<file path="src/rtl/m_ucode_loader.sv">
// rtl/m_ucode_loader.sv - microcode write-side loader: byte stream to 48-bit EBR words
//
// Takes a byte stream over a valid/ready handshake. Every six bytes, taken
// little-endian, form one 48-bit microcode word, which is written to the ucode
// EBR write port at consecutive 8-bit addresses. When CHECKSUM is set, one more
// byte closes the load: a two's-complement checksum over all data bytes.
//
// Ports:
//   clk, nrst          clock, asynchronous active-low reset
//   start, base, count begin a load at address base for count (0..256) words;
//                      sampled only while idle
//   in_valid, in_data  byte source
//   in_ready           loader takes a byte this cycle (transfer = in_valid & in_ready)
//   we, waddr, wdata   microcode write port, one we pulse per word
//   busy               load in flight; holds the core
//   done               one-cycle pulse at the end of a load
//   err                sticky checksum mismatch, cleared by the next accepted start
module m_ucode_loader #(
   parameter int unsigned CHECKSUM = 1
) (
   input  logic        clk,
   input  logic        nrst,
   input  logic        start,
   input  logic [7:0]  base,
   input  logic [8:0]  count,
   input  logic        in_valid,
   input  logic [7:0]  in_data,
   output logic        in_ready,
   output logic        we,
   output logic [7:0]  waddr,
   output logic [47:0] wdata,
   output logic        busy,
   output logic        done,
   output logic        err
);

   typedef enum logic [2:0] {
      S_IDLE  = 3'd0,
      S_BYTES = 3'd1,
      S_WRITE = 3'd2,
      S_CSUM  = 3'd3,
      S_DONE  = 3'd4
   } state_t;

   state_t      state_q, state_d;
   logic [2:0]  bytecnt_q, bytecnt_d;
   logic [8:0]  remaining_q, remaining_d;
   logic [7:0]  sum_q, sum_d;
   logic [7:0]  waddr_q, waddr_d;
   logic [47:0] wdata_q, wdata_d;
   logic        err_q, err_d;
   logic        xfer;

   // Handshake and status outputs are pure decodes of the registered state.
   assign in_ready = (state_q == S_BYTES) || (state_q == S_CSUM);
   assign we       = (state_q == S_WRITE);
   assign done     = (state_q == S_DONE);
   assign busy     = (state_q != S_IDLE);
   assign waddr    = waddr_q;
   assign wdata    = wdata_q;
   assign err      = (CHECKSUM != 0) ? err_q : 1'b0;

   assign xfer     = in_valid & in_ready;

   always_ff @(posedge clk or negedge nrst) begin
      if (!nrst) begin
         state_q     <= S_IDLE;
         bytecnt_q   <= 3'd0;
         remaining_q <= 9'd0;
         sum_q       <= 8'd0;
         waddr_q     <= 8'd0;
         wdata_q     <= 48'd0;
         err_q       <= 1'b0;
      end else begin
         state_q     <= state_d;
         bytecnt_q   <= bytecnt_d;
         remaining_q <= remaining_d;
         sum_q       <= sum_d;
         waddr_q     <= waddr_d;
         wdata_q     <= wdata_d;
         err_q       <= err_d;
      end
   end

   always_comb begin
      state_d     = state_q;
      bytecnt_d   = bytecnt_q;
      remaining_d = remaining_q;
      sum_d       = sum_q;
      waddr_d     = waddr_q;
      wdata_d     = wdata_q;
      err_d       = err_q;

      unique case (state_q)
         S_IDLE: begin
            if (start) begin
               waddr_d     = base;
               remaining_d = count;
               sum_d       = 8'd0;
               bytecnt_d   = 3'd0;
               err_d       = 1'b0;
               state_d     = (count == 9'd0) ? S_DONE : S_BYTES;
            end
         end

         S_BYTES: begin
            if (xfer) begin
               // Byte n of the word lands in bits [8n+7:8n].
               wdata_d[{bytecnt_q, 3'b000} +: 8] = in_data;
               sum_d = sum_q + in_data;
               if (bytecnt_q == 3'd5) begin
                  bytecnt_d = 3'd0;
                  state_d   = S_WRITE;
               end else begin
                  bytecnt_d = bytecnt_q + 3'd1;
               end
            end
         end

         S_WRITE: begin
            // The address wraps naturally at 8 bits, so a 256-word load
            // ends with waddr back at base.
            waddr_d     = waddr_q + 8'd1;
            remaining_d = remaining_q - 9'd1;
            if (remaining_q != 9'd1) begin
               state_d = S_BYTES;
            end else if (CHECKSUM != 0) begin
               state_d = S_CSUM;
            end else begin
               state_d = S_DONE;
            end
         end

         S_CSUM: begin
            if (xfer) begin
               // A correct checksum brings the running sum to zero.
               err_d   = ((sum_q + in_data) != 8'd0);
               state_d = S_DONE;
            end
         end

         S_DONE: begin
            state_d = S_IDLE;
         end

         default: begin
            state_d = S_IDLE;
         end
      endcase
   end

endmodule

</file>
<file path="config.mk">
export PLATFORM = sky130hd
export DESIGN_NAME = m_ucode_loader
export DESIGN_NICKNAME = d
export VERILOG_FILES = /design/src/rtl/m_ucode_loader.sv
export SDC_FILE = /design/constraint.sdc
export NUM_CORES = 1
export LEC_CHECK = 0
export CORE_ASPECT_RATIO = 0.6
export CORE_UTILIZATION = 51
export CTS_BUF_LIST = sky130_fd_sc_hd__clkbuf_16
export DETAILED_ROUTE_END_ITERATION = 7
export PLACE_DENSITY = 0.81
export SKIP_CTS_REPAIR_TIMING = 1
export SYNTH_ARGS = -nofsm -noshare
export SYNTH_HDL_FRONTEND = slang
export SYNTH_SLANG_ARGS = --single-unit
</file>
<file path="constraint.sdc">
create_clock -name clk -period 2.9 [get_ports clk]
set_input_delay 0.435 -clock clk [delete_from_list [all_inputs] [get_ports clk]]
set_output_delay 0.435 -clock clk [all_outputs]
set_load 0.02 [all_outputs]
</file>
# After elaboration in Yosys (flattened, before gate mapping)
# Index checks and enable logic that the tools add are counted.
word_totals:
  ff_bits: 80
  latch_bits: 0
  ramBits: 0
  mem_bits_ro: 0
  inputBits: 29
  word_cells: 60
  memories: 0
op_classes:
  n_addsub: 5
  mul: 0
  div_mod_pow: 0
  magnitude_cmp: 0
  n_eq_ne: 10
  n_shift: 2
  muxes: 22
  bitwise: 1
  reduce_logical: 13
op_table:
  columns: ["cell", "n"]
  rows:
  - ["$bwmux W48", 1]
  - ["$shift A8 B8 Y48 const A", 1]
  - ["$shiftx A8 B8 Y48", 1]
  - ["$pmux W8 S2", 2]
  - ["$mux W3", 8]
  - ["$mux W8", 3]
  - ["$pmux W9 S2", 1]
  - ["$pmux W3 S4", 1]
  - ["$logic_not A9 Y1", 1]
  - ["$mux W9", 1]
  - ["$ne A9 B1 Y1 const B", 1]
  - ["$sub A9 B1 Y9 const B", 1]
  - ["$add A8 B1 Y8 const B", 1]
  - ["$add A8 B8 Y8", 1]
  - ["$neg A6 Y8", 1]
  - ["$reduce_bool A8 Y1", 1]
  - ["$eq A3 B2 Y1 const B", 2]
  - ["$eq A3 B3 Y1 const B", 2]
  - ["$ne A2 B2 Y1 const B", 3]
  - ["$pmux W3 S2", 1]
  - ["$reduce_and A3 Y1", 2]
  - ["$reduce_bool A2 Y1", 3]
  - ["$reduce_and A2 Y1", 2]
  - ["$reduce_and A4 Y1", 1]
  - ["other kinds (10)", 11]

# Depth between registers and ports, before layout
depth:
  ltp_word: 5
  mapped_depth: 9
  depth_no_buf: 7

# Worst setup path after synthesis
# No wires, ideal clock.
synth_timing:
  kind: "register -> register"
  from: "register bytecnt_q[0]"
  to: "register wdata_q[42] (netlist: wdata[42])"
  setup_ns: 0.079
  arrival_ns: 2.146
  slack_ns: 0.675
  path_stages_with_launch: 8
  synth_period_minus_slack_ns: 2.225
  path_cell_list: "dfrtp_1 -> clkbuf_1 -> inv_1 -> ha_1 -> ha_1 -> nor4b_1 -> buf_2 -> mux2i_1"
synth_via:
  elab_chain_cells: 3
  word_cells_on_any_way: 4
  classes_between: "add/sub (1); shift (2); mux (1)"
synth_rtl:
  columns: ["element", "line", "rtl"]
  rows:
  - ["start: declaration", "46", "logic [2:0] bytecnt_q, bytecnt_d;"]
  - ["start signal: assignment", "76", "bytecnt_q <= bytecnt_d;"]
  - ["$neg A6 Y8 *", "109", "wdata_d[{bytecnt_q, 3'b000} +: 8] = in_data;"]
  - ["$shiftx A8 B8 Y48 / $shift A8 B8 Y48 (equally long branches)", "109", null]
  - ["$bwmux W48 *", "109", null]
  - ["end signal: assignment", "80", "wdata_q <= wdata_d;"]
  - ["end: declaration", "50", "logic [47:0] wdata_q, wdata_d;"]
# Every way passes the cells marked *; elsewhere a longest branch is shown, timed or not.
# A chain may end at the register's enable or synchronous reset.

# Worst setup path in the final report
layout_timing:
  from: "input in_data[0]"
  to: "register err_q (netlist: err)"
layout_via:
  elab_chain_cells: 4
layout_rtl:
  columns: ["element", "line", "rtl"]
  rows:
  - ["start: declaration", "27", "input logic [7:0] in_data,"]
  - ["$add A8 B8 Y8", "137", "err_d = ((sum_q + in_data) != 8'd0);"]
  - ["$reduce_bool A8 Y1", "137", null]
  - ["$mux W1", "135", "if (xfer) begin"]
  - ["$pmux W1 S2", "94", "unique case (state_q)"]
  - ["end signal: assignment", "81", "err_q <= err_d;"]
  - ["end: declaration", "51", "logic err_q, err_d;"]
# Every way passes these cells. The select of a mux whose other input is x is not followed.

==> results.toml <==
[status]
status = "completed"

[timing]
rsz0062_at_grt = "false"
finalSetupViolations = 0
finalClockSkew_ns = 0.003745
hold_violations = 0
fin_crit_ns = 2.715
worstMarginPinSlew_ns = 1.008
hold_slack_ns = 0.2484
slew_viol_final = 0
fin_crit_sh_pct = 93.62
fmax_mhz = 368.3
relSlewSlack_pct = 32.83
setup_tns_ns = 0

[floorplan]
row_count = 24
dieHeight_um = 71.06
core_area_mm2 = 0.007477
start_util_pct = 54.22
die_x_um = 117.1
die_area_mm2 = 0.008321
ios = 90

[route]
drt_iter0_drc = 280
vias = 3625
drt_first_pass_iters = 5
vias_per_cell = 5.727
wirelength_mm = 10.74
ant_nets = 0
wl_per_cell_um = 16.97
drc = 0

[setup_path]
critPathKind = "in2reg"
cp_top_family = "compound AO/OA/AOI/OAI gates"
crit_path_top_delay_cell = "a2111oi_0"
worstPathArrival_ns = 2.91
worst_ep_required_time_ns = 3.10
crit_path_max_incr_delay_ns = 0.48
cp_max_fo = 3
worstPathCellList = "clkdlybuf4s50_1 > ha_1 > fa_1 > a211oi_1 > nor4_1 > a2111oi_0 > and2_1 > a31oi_1"
startpoint_type = "input pin"
path_buf_inv = 1
cp-end-kind = "register"

[global_route]
grt_usage_pct = 27.72
grt_max_degree = 81
grt_overflow = 0
grt_pass1_wl_mm = 17.33
antenna_found_initial = 0
grt_pass1_vias = 3460

[logic_synthesis]
synthFlopType = "dfrtp_1"
synth_compound_area_share_pct = 14.85
async_flop_share_pct = 100.0
synth_edf_count = 0
syn_area_per_cell_um2 = 9.406
syn_nets = 477
synth.lib_cells_used.distinct = 51
synth_mux_area_share_pct = 5.123
ys_ff_latch = 80
synth_area_leader_cell = "dfrtp_1"
synthXorXnorAreaFrac_pct = 1.080
yosysTopAreaCellShare_pct = 49.38
synthCells = 431
synth_area_leaders = "dfrtp_1 49%, nand2_1 7.2%, o21ai_0 6.2%"
synth_warnings = 0
syn_area_mm2 = 0.004054
seq_area_frac_synth_pct = 49.38
synth-simple-area-share_pct = 20.09
synth_top_family_by_area = "simple AND/OR/NAND/NOR gates"
synth_adder_area_share_pct = 5.432

[clocking]
clk_pin_slew_ns = 0.05
cts_buffers = 9
clock_sinks = 80
insertion_delay_ns = 0.33
cts_max_path_buffers = 2
htree_levels = 3
cts_root_buffer = "clkbuf_16"
tritoncts = "done"

[cells_and_area]
antenna_cells = 0
areaGrowthSynthToFinish_pct = 32.87
nets = 571
final_common_cell = "clkdlybuf4s50_1"
drive_gt1_share_pct = 8.696
final_util_pct = 72.04
final_cell_mix = "88 x clkdlybuf4s50_1, 80 x dfrtp_1, 78 x nand2_1, 50 x o21ai_0"

[min_path]
worstHoldPathType = "in2async"

[job]
cap_viol_max_count = 0

[power]
combPwrFrac_pct = 47.5
p_leak_nw = 2.332
p_switching_w = 0.002330
vdd_drop_max_mv = 0.6490
pwr-share-seq_pct = 32.9
switching_share_pct = 39.81
p_clk_share_pct = 19.7
pwr_density_cell_mw_per_mm2 = 1086
intPower_w = 0.003522

[placed_design]
gp_congestion = 0.8927
port_buffers = 89
hpwlAfterDp_mm = 7.680
-- logic make-up (layout without fill, tap and decap cells) --
group,Yosys count,after routing
buffers and inverters,39,137
muxes,19,19
DFF,80,80
adders and majority gates,17,17
AOI/OAI and AO/OA,98,98
and+or+nand+nor,173,173
xor gates and xnor gates,5,5
-- area by class of cell --
| class | instances | area (um2) |
|---|---|---|
| timing repair buffer | 101 | 978.4 |
| clock inverter | 6 | 76.32 |
| tap | 104 | 130.1 |
| fill | 530 | 2091 |
| clock buffer | 9 | 225.2 |
| sequential | 80 | 2002 |
| multi-input combinational | 312 | 1894 |
| inverter | 21 | 80.08 |
-- flip-flops by register name (all words and copies together) (netlist names) --
name / count
bytecnt_q: 3
err: 1
remaining_q: 9
state_q: 3
sum_q: 8
waddr: 8
wdata: 48
-- power groups by stage --
stage | clock network, W | logic, W | registers (W)
after global routing | 0.00121 | 0.00303 | 0.00198
after detailed placement | 0 | 0.00273 | 0.00193
final | 0.00115 | 0.00278 | 0.00192
after CTS | 0.00117 | 0.00277 | 0.00192
after floorplan | 0 | 0.00134 | 0.00222
after global placement | 0 | 0.00265 | 0.00190
-- synth_stat cells (3+ instances only) --
cell type	n
mux2_2	14
o21ai_0	50
a21oi_1	13
dfrtp_1	80
nor2b_1	4
xnor2_1	3
buf_2	4
nor4_1	4
a31oi_1	4
clkbuf_1	11
nor3b_1	4
and2_1	5
nand3_1	27
ha_1	16
a311oi_1	5
inv_1	20
o31ai_1	4
nand2_1	78
nor3_1	7
a211oi_1	5
mux2i_1	5
o211ai_1	3
nor2_1	27
and3_1	6
-- per-layer routing --
metal  track usage, %  up-vias  routed length (um)
met5                0        -                   0
met1            39.72     1765                5072
met3            6.941       11                 681
li1                 -     1703                   -
met4            6.751        0                  96
met2            42.47      146                4893
-- per-stage QoR --
stage / power (W) / cells / instance area (um2) / setup slack [ns]
after global placement: 0.004557 / 618 / 5085 / 0.08139
after CTS: 0.005862 / 633 / 5386 / 0.2248
after floorplan: 0.003560 / 431 / 4054 / 0.6748
final: 0.005852 / 633 / 5386 / 0.1851
after detailed placement: 0.004661 / 618 / 5085 / -0.01164
after global routing: 0.006223 / 633 / 5386 / 0.1105
-- path summary, 6_finish.rpt --
kind,depth (start not counted),slack [ns],from,to
max,8,0.19,in_data[0],err
min in group clk,2,0.48,wdata[22],wdata[22]
min,1,0.25,nrst,wdata[7]
max in group asynchronous,1,1.97,nrst,wdata[25]
max reg2reg,7,0.37,sum_q[0],err
min reg2reg,2,0.48,wdata[22],wdata[22]
(Power assumes the default switching activity.)
